### src/rtl/psum_acc_if.sv
// Handshake bundle between a MAC column bottom and its psum_acc: partial-sum beats in, requantized results out.
interface psum_acc_if #(
   parameter int IW = 17,
   parameter int OW = 8
);
   logic          in_valid;
   logic          in_ready;
   logic [IW-1:0] in_data;
   logic          in_first;
   logic          in_last;
   logic [4:0]    shift;
   logic          out_valid;
   logic          out_ready;
   logic [OW-1:0] out_data;

   modport master (
      output in_valid, in_data, in_first, in_last, shift, out_ready,
      input  in_ready, out_valid, out_data
   );

   modport slave (
      input  in_valid, in_data, in_first, in_last, shift, out_ready,
      output in_ready, out_valid, out_data
   );
endinterface

### src/rtl/psum_acc.sv
// psum_acc: per-row K-pass accumulator with requantization to OW bits; PSUM_ACC_ROUND_EN selects round-half-up, else floor.
// Latency: 2 cycles from an accepted last-beat to out_valid (stage s1, then output FIFO).
// Backpressure: in_ready drops when FIFO occupancy plus a pending s1 result would reach FIFO_DEPTH.
module psum_acc #(
   parameter int IW         = 17,
   parameter int AW         = 24,
   parameter int OW         = 8,
   parameter int ROWS       = 16,
   parameter int FIFO_DEPTH = 4
) (
   input  logic      clk,
   input  logic      rst,
   psum_acc_if.slave bus,
   output logic      ovf
);
   localparam int RW     = (ROWS > 1) ? $clog2(ROWS) : 1;
   localparam int PW     = $clog2(FIFO_DEPTH);
   localparam int SH_MAX = (AW < 31) ? AW : 31;
   localparam logic signed [AW:0] AMAX = {2'b00, {(AW-1){1'b1}}};
   localparam logic signed [AW:0] AMIN = {2'b11, {(AW-1){1'b0}}};
   localparam logic signed [AW:0] QMAX = {{(AW-OW+2){1'b0}}, {(OW-1){1'b1}}};
   localparam logic signed [AW:0] QMIN = {{(AW-OW+2){1'b1}}, {(OW-1){1'b0}}};

   logic [RW-1:0]        row;
   logic signed [AW-1:0] acc [ROWS];
   logic                 s1_valid;
   logic [OW-1:0]        s1_data;
   logic [OW-1:0]        mem [FIFO_DEPTH];
   logic [PW-1:0]        wr_ptr;
   logic [PW-1:0]        rd_ptr;
   logic [PW:0]          count;

   logic                 accept;
   logic                 pop;
   logic signed [AW:0]   psum_x;
   logic signed [AW:0]   sum_raw;
   logic signed [AW:0]   sum_sat;
   logic signed [AW:0]   rnd;
   logic signed [AW:0]   q_wide;
   logic [4:0]           sh_eff;
   logic                 acc_sat;
   logic                 q_clamp;
   logic [OW-1:0]        q;

   assign bus.in_ready  = (32'(count) + 32'(s1_valid)) < FIFO_DEPTH;
   assign bus.out_valid = (count != '0);
   assign bus.out_data  = mem[rd_ptr];
   assign accept        = bus.in_valid && bus.in_ready;
   assign pop           = bus.out_valid && bus.out_ready;

   always_comb begin
      psum_x  = (AW+1)'(signed'(bus.in_data));
      sum_raw = bus.in_first ? psum_x : (AW+1)'(acc[row]) + psum_x;

      acc_sat = 1'b0;
      sum_sat = sum_raw;
      if (sum_raw > AMAX) begin
         sum_sat = AMAX;
         acc_sat = 1'b1;
      end else if (sum_raw < AMIN) begin
         sum_sat = AMIN;
         acc_sat = 1'b1;
      end

      // Shifts past AW already yield 0 or -1, so capping keeps the rounding bit inside AW+1 bits.
      sh_eff = (32'(bus.shift) > SH_MAX) ? 5'(SH_MAX) : bus.shift;
      rnd    = '0;
`ifdef PSUM_ACC_ROUND_EN
      if (sh_eff != 5'd0) rnd[sh_eff - 5'd1] = 1'b1;
`endif
      q_wide = (sum_sat + rnd) >>> sh_eff;

      q_clamp = 1'b0;
      q       = q_wide[OW-1:0];
      if (q_wide > QMAX) begin
         q       = QMAX[OW-1:0];
         q_clamp = 1'b1;
      end else if (q_wide < QMIN) begin
         q       = QMIN[OW-1:0];
         q_clamp = 1'b1;
      end
   end

   always_ff @(posedge clk) begin
      if (rst) begin
         row      <= '0;
         s1_valid <= 1'b0;
         s1_data  <= '0;
         wr_ptr   <= '0;
         rd_ptr   <= '0;
         count    <= '0;
         ovf      <= 1'b0;
         for (int i = 0; i < ROWS; i++) acc[i] <= '0;
         for (int i = 0; i < FIFO_DEPTH; i++) mem[i] <= '0;
      end else begin
         s1_valid <= accept && bus.in_last;
         if (accept) begin
            acc[row] <= sum_sat[AW-1:0];
            row      <= (row == RW'(ROWS - 1)) ? '0 : row + RW'(1);
            if (bus.in_last) s1_data <= q;
            if (acc_sat || (bus.in_last && q_clamp)) ovf <= 1'b1;
         end
         // in_ready guarantees room, so s1 always lands in the FIFO the next cycle.
         if (s1_valid) begin
            mem[wr_ptr] <= s1_data;
            wr_ptr      <= wr_ptr + PW'(1);
         end
         if (pop) rd_ptr <= rd_ptr + PW'(1);
         count <= count + (PW+1)'(s1_valid) - (PW+1)'(pop);
      end
   end
endmodule

### src/flat_wrapper.sv
// flat-port wrapper written by rule: the top's interface ports become plain ports
module psum_acc_flat 
#(
   parameter int IW         = 17,
   parameter int AW         = 24,
   parameter int OW         = 8,
   parameter int ROWS       = 16,
   parameter int FIFO_DEPTH = 4
)
  (clk, rst, ovf, bus_in_valid, bus_in_data, bus_in_first, bus_in_last, bus_shift, bus_out_ready, bus_in_ready, bus_out_valid, bus_out_data);
  psum_acc_if #(.IW(IW), .OW(OW)) bus_i ();
  input  logic clk;
  input  logic rst;
  output logic ovf;
  input wire logic [$bits(bus_i.in_valid)-1:0] bus_in_valid;
  input wire logic [$bits(bus_i.in_data)-1:0] bus_in_data;
  input wire logic [$bits(bus_i.in_first)-1:0] bus_in_first;
  input wire logic [$bits(bus_i.in_last)-1:0] bus_in_last;
  input wire logic [$bits(bus_i.shift)-1:0] bus_shift;
  input wire logic [$bits(bus_i.out_ready)-1:0] bus_out_ready;
  output wire logic [$bits(bus_i.in_ready)-1:0] bus_in_ready;
  output wire logic [$bits(bus_i.out_valid)-1:0] bus_out_valid;
  output wire logic [$bits(bus_i.out_data)-1:0] bus_out_data;
  assign bus_i.in_valid = bus_in_valid;
  assign bus_i.in_data = bus_in_data;
  assign bus_i.in_first = bus_in_first;
  assign bus_i.in_last = bus_in_last;
  assign bus_i.shift = bus_shift;
  assign bus_i.out_ready = bus_out_ready;
  assign bus_in_ready = bus_i.in_ready;
  assign bus_out_valid = bus_i.out_valid;
  assign bus_out_data = bus_i.out_data;
  psum_acc #(.IW(IW), .AW(AW), .OW(OW), .ROWS(ROWS), .FIFO_DEPTH(FIFO_DEPTH)) u_core (.clk(clk), .rst(rst), .bus(bus_i), .ovf(ovf));
endmodule
### config.mk
export PLATFORM = sky130hd
export DESIGN_NAME = psum_acc_flat
export DESIGN_NICKNAME = d
export VERILOG_FILES = /design/src/rtl/psum_acc_if.sv /design/src/rtl/psum_acc.sv /design/src/flat_wrapper.sv
export SDC_FILE = /design/constraint.sdc
export NUM_CORES = 1
export LEC_CHECK = 0
export ABC_AREA = 1
export CORE_ASPECT_RATIO = 0.5
export CORE_MARGIN = 1
export CORE_UTILIZATION = 54
export DETAILED_ROUTE_END_ITERATION = 10
export PLACE_DENSITY = 0.73
export RECOVER_POWER = 25
export SLEW_MARGIN = 30
export SYNTH_ARGS = -nofsm -noshare
export SYNTH_HDL_FRONTEND = slang
export SYNTH_SLANG_ARGS = --single-unit
### constraint.sdc
create_clock -name clk -period 5.6 [get_ports clk]
set_input_delay 1.12 -clock clk [delete_from_list [all_inputs] [get_ports clk]]
set_output_delay 1.12 -clock clk [all_outputs]
set_load 0.005 [all_outputs]
# Word-level counts from Yosys, hierarchy flattened
# Memory sizes are Yosys's and may differ from the RTL's. A register that Yosys moved wholly into a read port is not among the register bits.
# Cells that the tools add are included.
[word_totals]
ff_bits = 21
latchBits = 0
mem_bits_rw = 416
rom_bits = 0
input_bits = 28
out_inout_bits = 11
word_cells = 63
n_memories = 2
[mem_list]
columns = ["memory", "depth", "width", "rd", "rd_ports_with_merged_regs", "wr", "line", "source"]
rows = [
  ["u_core.acc", 16, 24, 1, 1, 16, "psum_acc.sv:25", "logic signed [AW-1:0] acc [ROWS];"],
  ["u_core.mem", 4, 8, 1, 1, 4, "psum_acc.sv:28", "logic [OW-1:0] mem [FIFO_DEPTH];"],
]
[op_classes]
add_sub_neg = 7
multipliers = 0
n_div = 0
magnitude_cmp = 6
n_eq_ne = 1
shift = 1
muxes = 29
bitwise_logic = 0
reduce_logical = 10
[op_table]
columns = ["operator", "n"]
rows = [
  ["$mux 25", 3],
  ["$lt 32x3->1 const B", 1],
  ["$add 24x17->25", 1],
  ["$gt 25x24->1 const B", 1],
  ["$gt 25x8->1 const B", 1],
  ["$lt 25x24->1 const B", 1],
  ["$lt 25x8->1 const B", 1],
  ["$sshr 25x5->25", 1],
  ["$mux 24", 1],
  ["$mux 8", 3],
  ["$reduce_or 24->1", 1],
  ["$mux 4", 4],
  ["$mux 1", 14],
  ["$reduce_or 8->1", 1],
  ["$mux 2", 3],
  ["$gt 5x5->1 const B", 1],
  ["$mux 5", 1],
  ["$add 2x1->2 const B", 2],
  ["$add 3x1->4", 1],
  ["$add 4x1->4 const B", 1],
  ["$eq 4x4->1 const B", 1],
  ["$logic_and 1x1->1", 4],
  ["$reduce_and 2->1", 2],
  ["$add 3x1->3", 1],
  ["3 further kinds", 3],
]

# Depth between registers and ports, before layout
[depth]
ltp_word = 12
depth_mapped = 40
depth_no_buf = 36

# Least setup slack after synthesis
# Ideal clock, no wire load.
[synth_timing]
path_kind = "register -> register"
startpoint = "register with a tool-made name"
endpoint = "memory u_core.acc[15][21], data pin"
setup_time_ns = 0.266
arrival_ns = 4.662
required_ns = 5.334
slack_ns = 0.672
stages_incl_launch_ff = 28
n_path_buf = 8
synth_period_minus_slack_ns = 4.928
path_cell_list = "dfxtp_1 clkbuf_1 clkbuf_1 clkbuf_1 buf_1 mux2i_1 o211ai_1 o211ai_1 nand2_1 ha_1 inv_1 fa_1 inv_1 nand2_1 nand2_1 nand3b_1 nand2_1 nand2_1 nand3_1 nand2_1 nand3_4 nand3_4 buf_6 buf_4 clkbuf_1 a21oi_1 clkbuf_1 nor2_1"
[synth_lines]
columns = ["element", "line"]
rows = [
  ["end, declared", "psum_acc.sv:25"],
]

==> summary.md <==
| Metric | Value |
|---|---|
| Clk_lat worst skew | about 0.55 ns |
| Clk root buf | clkbuf_16 |
| Total power | roughly 0.011 W |
| DP Wirelength | between 40 and 50 mm |
| Post-CTS Hold Buffers | 0 |
| Unrepaired setup endpoints after global routing | false |
| Slew headroom | -0.235 |
| Setup violators final | 0 |
| Remaining Overflow, GRT | 0 |
| Worst path cell trace | inv_2 -> buf_12 -> o21ai_0 -> o211ai_1 -> nand2_1 -> ha_1 -> nand2_1 -> nor2_1 -> nand2_1 -> nor2_1 -> nand2_1 -> nand4_2 -> nand3_4 -> nand3_4 -> buf_4 -> o211ai_1 -> nand2_1 -> o21ai_0 -> o21ai_0 -> nand2_1 -> a221oi_1 -> nand2_1 -> a21oi_2 |
| NetSw | roughly 0.0042 W |
| Share of layout cells above drive strength 1 | 0.0664 |
| Wire length per cell | ~20 um |
| WP data arrival | about 5.7 ns |
| Clock skew | 0.0201 ns |
| Critical path peak fanout | 34 |
| Ys Warns | 0 |
| Netlist cell types | 44 |
| CTS clk-pin slew, worst paths | ~0.070 ns |
| Period utilisation layout | 0.939 |
| Synth Area per Inst | roughly 9.2 sq um |
| Reg power frac | 0.364 |
| Largest net degree at the start of global routing | between 50 and 60 |
| CTS Buf Count | 40 |
| Post-synth ARST share | 0 |
| Worst path most repeated cell | nand2_1 |
| WP data required | between 6 and 7 ns |
| Final min period | about 5.3 ns |
| Fmax | ~190 MHz |
| Lkg Pwr | approximately 10 nW |
| Post-synthesis xor/xnor area fraction | 0.00152 |
| EDFF count, synth | approximately 420 |
| Largest family of logic cells by synthesized area | simple AND/OR/NAND/NOR gates |
| Final core occ | 0.609 |
| Final Hold Viols | 0 |
| Max Buffers Root-to-Sink | 3 |
| Post-synth top flop | edfxtp_1 |
| Setup CP Type | reg -> reg |
| Die Footprint | roughly 44000 sq um |
| Peak supply drop | ~0.30 mV |
| Compound-cell area share of the yosys netlist | 0.116 |
| 1st-iter DRT viols | 2296 |
| Routed wire length | 64.1 mm |
| CP endpoint kind | register |
| Status | finished, violations left |
| Register area share after synthesis | 0.564 |
| Drc violations | 0 |
| Antenna viol nets, final | 0 |
| Number of global-route vias before repair | ~17000 |
| Total track usage | 0.294 |
| Setup TNS | 0 ns |
| Post-Syn Area | about 23000 sq um |
| CTS sink count | about 440 |
| Initial antenna violation count | 0 |
| Mapped Cells | between 2000 and 3000 |
| Crit-path slowest cell | ha_1 |
| Worst path max stage delay | about 0.47 ns |
| First-pass GRT wire length | just under 100 mm |
| Sw frac | 0.387 |
| Post-synthesis mux area share | 0.0416 |
| Fillers | 3563 |
| Cell-internal power | 0.00661 W |
| GP Congestion | 0.975 |
| Final #Nets | between 2000 and 3000 |
| Max-cap violation count | 18 |
| Antenna diodes | 0 |
| I/O Buffers | 38 |
| First-pass DRT Iterations | 6 |
| Row count | between 50 and 60 |
| Overall via count from detail_route | 18500 |
| Die width | slightly below 300 um |
| Combinational power share | 0.381 |
| Failing checks | max-capacitance violations, max-slew violations |
| Area grow syn2layout | 11.0% |
| Post-Synth Adder-Cell Area | 0.0185 |
| Simple-Gate Fraction of Synth Area | 0.191 |
| CORE AREA | 42100 sq um |
| Initial core utilization | 0.549 |
| Crit start category | register |
| Net Count, Synth | approximately 2600 |
| TritonCTS clock tree | done |
| PD cells | between 400 and 500 nW/um^2 |
| I/O pin count | 39 |
| # H-tree levels | 2 |
| Register bit total from synthesis | 443 |
| DIE HEIGHT | between 100 and 150 um |
| Slew Viols, Final | 460 |
| Vias/cell | a little under 6 |
| Clock power frac | 0.254 |
| HP Class | reg -> reg |
| Worst Tran Pin Value | approximately 1.9 ns |
## cells in the mapped netlist (2+ instances only)
cell / number / area [sq um]
nor2_1: 509 / 1910
edfxtp_1: 416 / 12500
nand2_1: 339 / 1270
inv_1: 247 / 927
nand3_1: 176 / 881
o21ai_0: 175 / 876
a21oi_1: 149 / 746
clkbuf_1: 130 / 488
o211ai_1: 101 / 758
mux2i_1: 96 / 961
ha_1: 31 / 388
dfxtp_1: 27 / 541
buf_1: 18 / 67.6
nor3_1: 12 / 60.1
a21oi_2: 10 / 87.6
nand2_2: 10 / 62.6
o22ai_1: 10 / 62.6
nand4_1: 7 / 43.8
buf_2: 5 / 25.0
a21o_1: 3 / 22.5
a221oi_1: 3 / 26.3
clkinv_1: 3 / 11.3
o21ai_1: 3 / 15.0
o21bai_1: 3 / 22.5
or2_2: 3 / 18.8
a211oi_1: 2 / 15.0
a21oi_4: 2 / 32.5
buf_4: 2 / 15.0
buf_6: 2 / 22.5
fa_1: 2 / 40.0
nand3_2: 2 / 20.0
nand3_4: 2 / 35.0
nand3b_1: 2 / 15.0
nor2_2: 2 / 12.5
nor2_8: 2 / 40.0
nor4_1: 2 / 12.5
xnor2_1: 2 / 17.5
xor2_1: 2 / 17.5
## metrics by stage
step | instances | hold WS [ns] | setup slack, ns | instance area, sq um
global route | 3139 | 0.498 | 0.0277 | 25600
CTS | 3135 | 0.481 | 0.395 | 25700
finish | 3139 | 0.477 | 0.344 | 25600
global placement | 3067 | 0.449 | 0.351 | 24400
detailed placement | 3067 | 0.457 | 0.366 | 24400
floorplan | 2518 | 0.436 | 0.672 | 23100
## layout make-up
cell class / instances / area (sq um) / area share
clock buffer: 47 / 1050 / 0.0409
clock inverter: 21 / 205 / 0.00800
inverter: 251 / 945 / 0.0368
multi-input combinational: 1668 / 8520 / 0.332
sequential: 443 / 13000 / 0.509
tap: 577 / 722 / 0.0282
timing repair buffer: 132 / 1160 / 0.0451
## cell families (layout without fill, tap and decap cells)
family | count (synthesis) | count (layout)
and+or+nand+nor | 1071 | 1072
AOI/OAI and AO/OA | 463 | 463
DFF | 443 | 443
buffers and inverters | 408 | 451
muxes | 96 | 96
adders and majority gates | 33 | 33
xor gates and xnor gates | 4 | 4
## registers in the layout (all words and copies together) (netlist names), named ones only
| register | count |
|---|---|
| u_core.acc | 384 |
| u_core.count | 3 |
| u_core.mem | 32 |
| u_core.ovf | 1 |
| u_core.rd_ptr | 2 |
| u_core.row | 4 |
| u_core.s1_data | 8 |
| u_core.s1_valid | 1 |
| u_core.wr_ptr | 2 |
## power groups by stage
stage / Sequential [W] / Clock [W] / Combinational, W
final: 0.00393 / 0.00274 / 0.00411
after global routing: 0.00395 / 0.00289 / 0.00449
after CTS: 0.00393 / 0.00276 / 0.00401
after detailed placement: 0.00400 / 0 / 0.00398
after global placement: 0.00399 / 0 / 0.00395
after floorplan: 0.00394 / 0 / 0.00274
## layout by cell type (no fill, tap or decap), types with 9 or more instances in the layout
cell type        netlist  layout
nor2_1               509     509
buf_4                  2      61
dfxtp_1               27      24
nor3_1                12      12
o22ai_1               10      10
nand2_1              339     338
clkdlybuf4s50_1        0      32
edfxtp_1             416     416
clkbuf_16              0      41
o211ai_1             101     101
ha_1                  31      31
clkinv_1               3       9
mux2i_1               96      96
nand3_1              176     176
a21oi_2               10      10
clkbuf_1             130      27
inv_1                247     247
nand2_2               10      11
o21ai_0              175     175
buf_12                 0      10
a21oi_1              149     149
## path summary, 6_finish.rpt
path	start	to	slack (ns)	depth (start not counted)
min	u_core.s1_data[7]	u_core.s1_data[7]	0.48	2
max reg2reg	register	u_core.s1_data[0]	0.34	23
min reg2reg	u_core.s1_data[7]	u_core.s1_data[7]	0.48	2
max	register	u_core.s1_data[0]	0.34	23
## routing by layer
layer  vias up  global-route usage  routed length, um
li1       8611                   -                  -
met1      8767               0.449              28300
met2       980               0.435              27200
met3        92              0.0578               7380
met4         0              0.0609               1160
met5         -                   0                  0
## timing repair
item                                    4_1_cts  5_1_grt
buffers inserted                              0        3
resized for setup                             0        1
endpoints found under the setup margin        0        8
## worst max-delay path: cells and delay by family (launching register included)
kind | cells | cell delay (ns)
adders and majority gates | 1 | 0.47
AOI/OAI and AO/OA | 7 | 1.61
DFF | 1 | 0.42
buffers and inverters | 3 | 0.76
and+or+nand+nor | 12 | 1.89
Power figures use the tool's default switching activity.
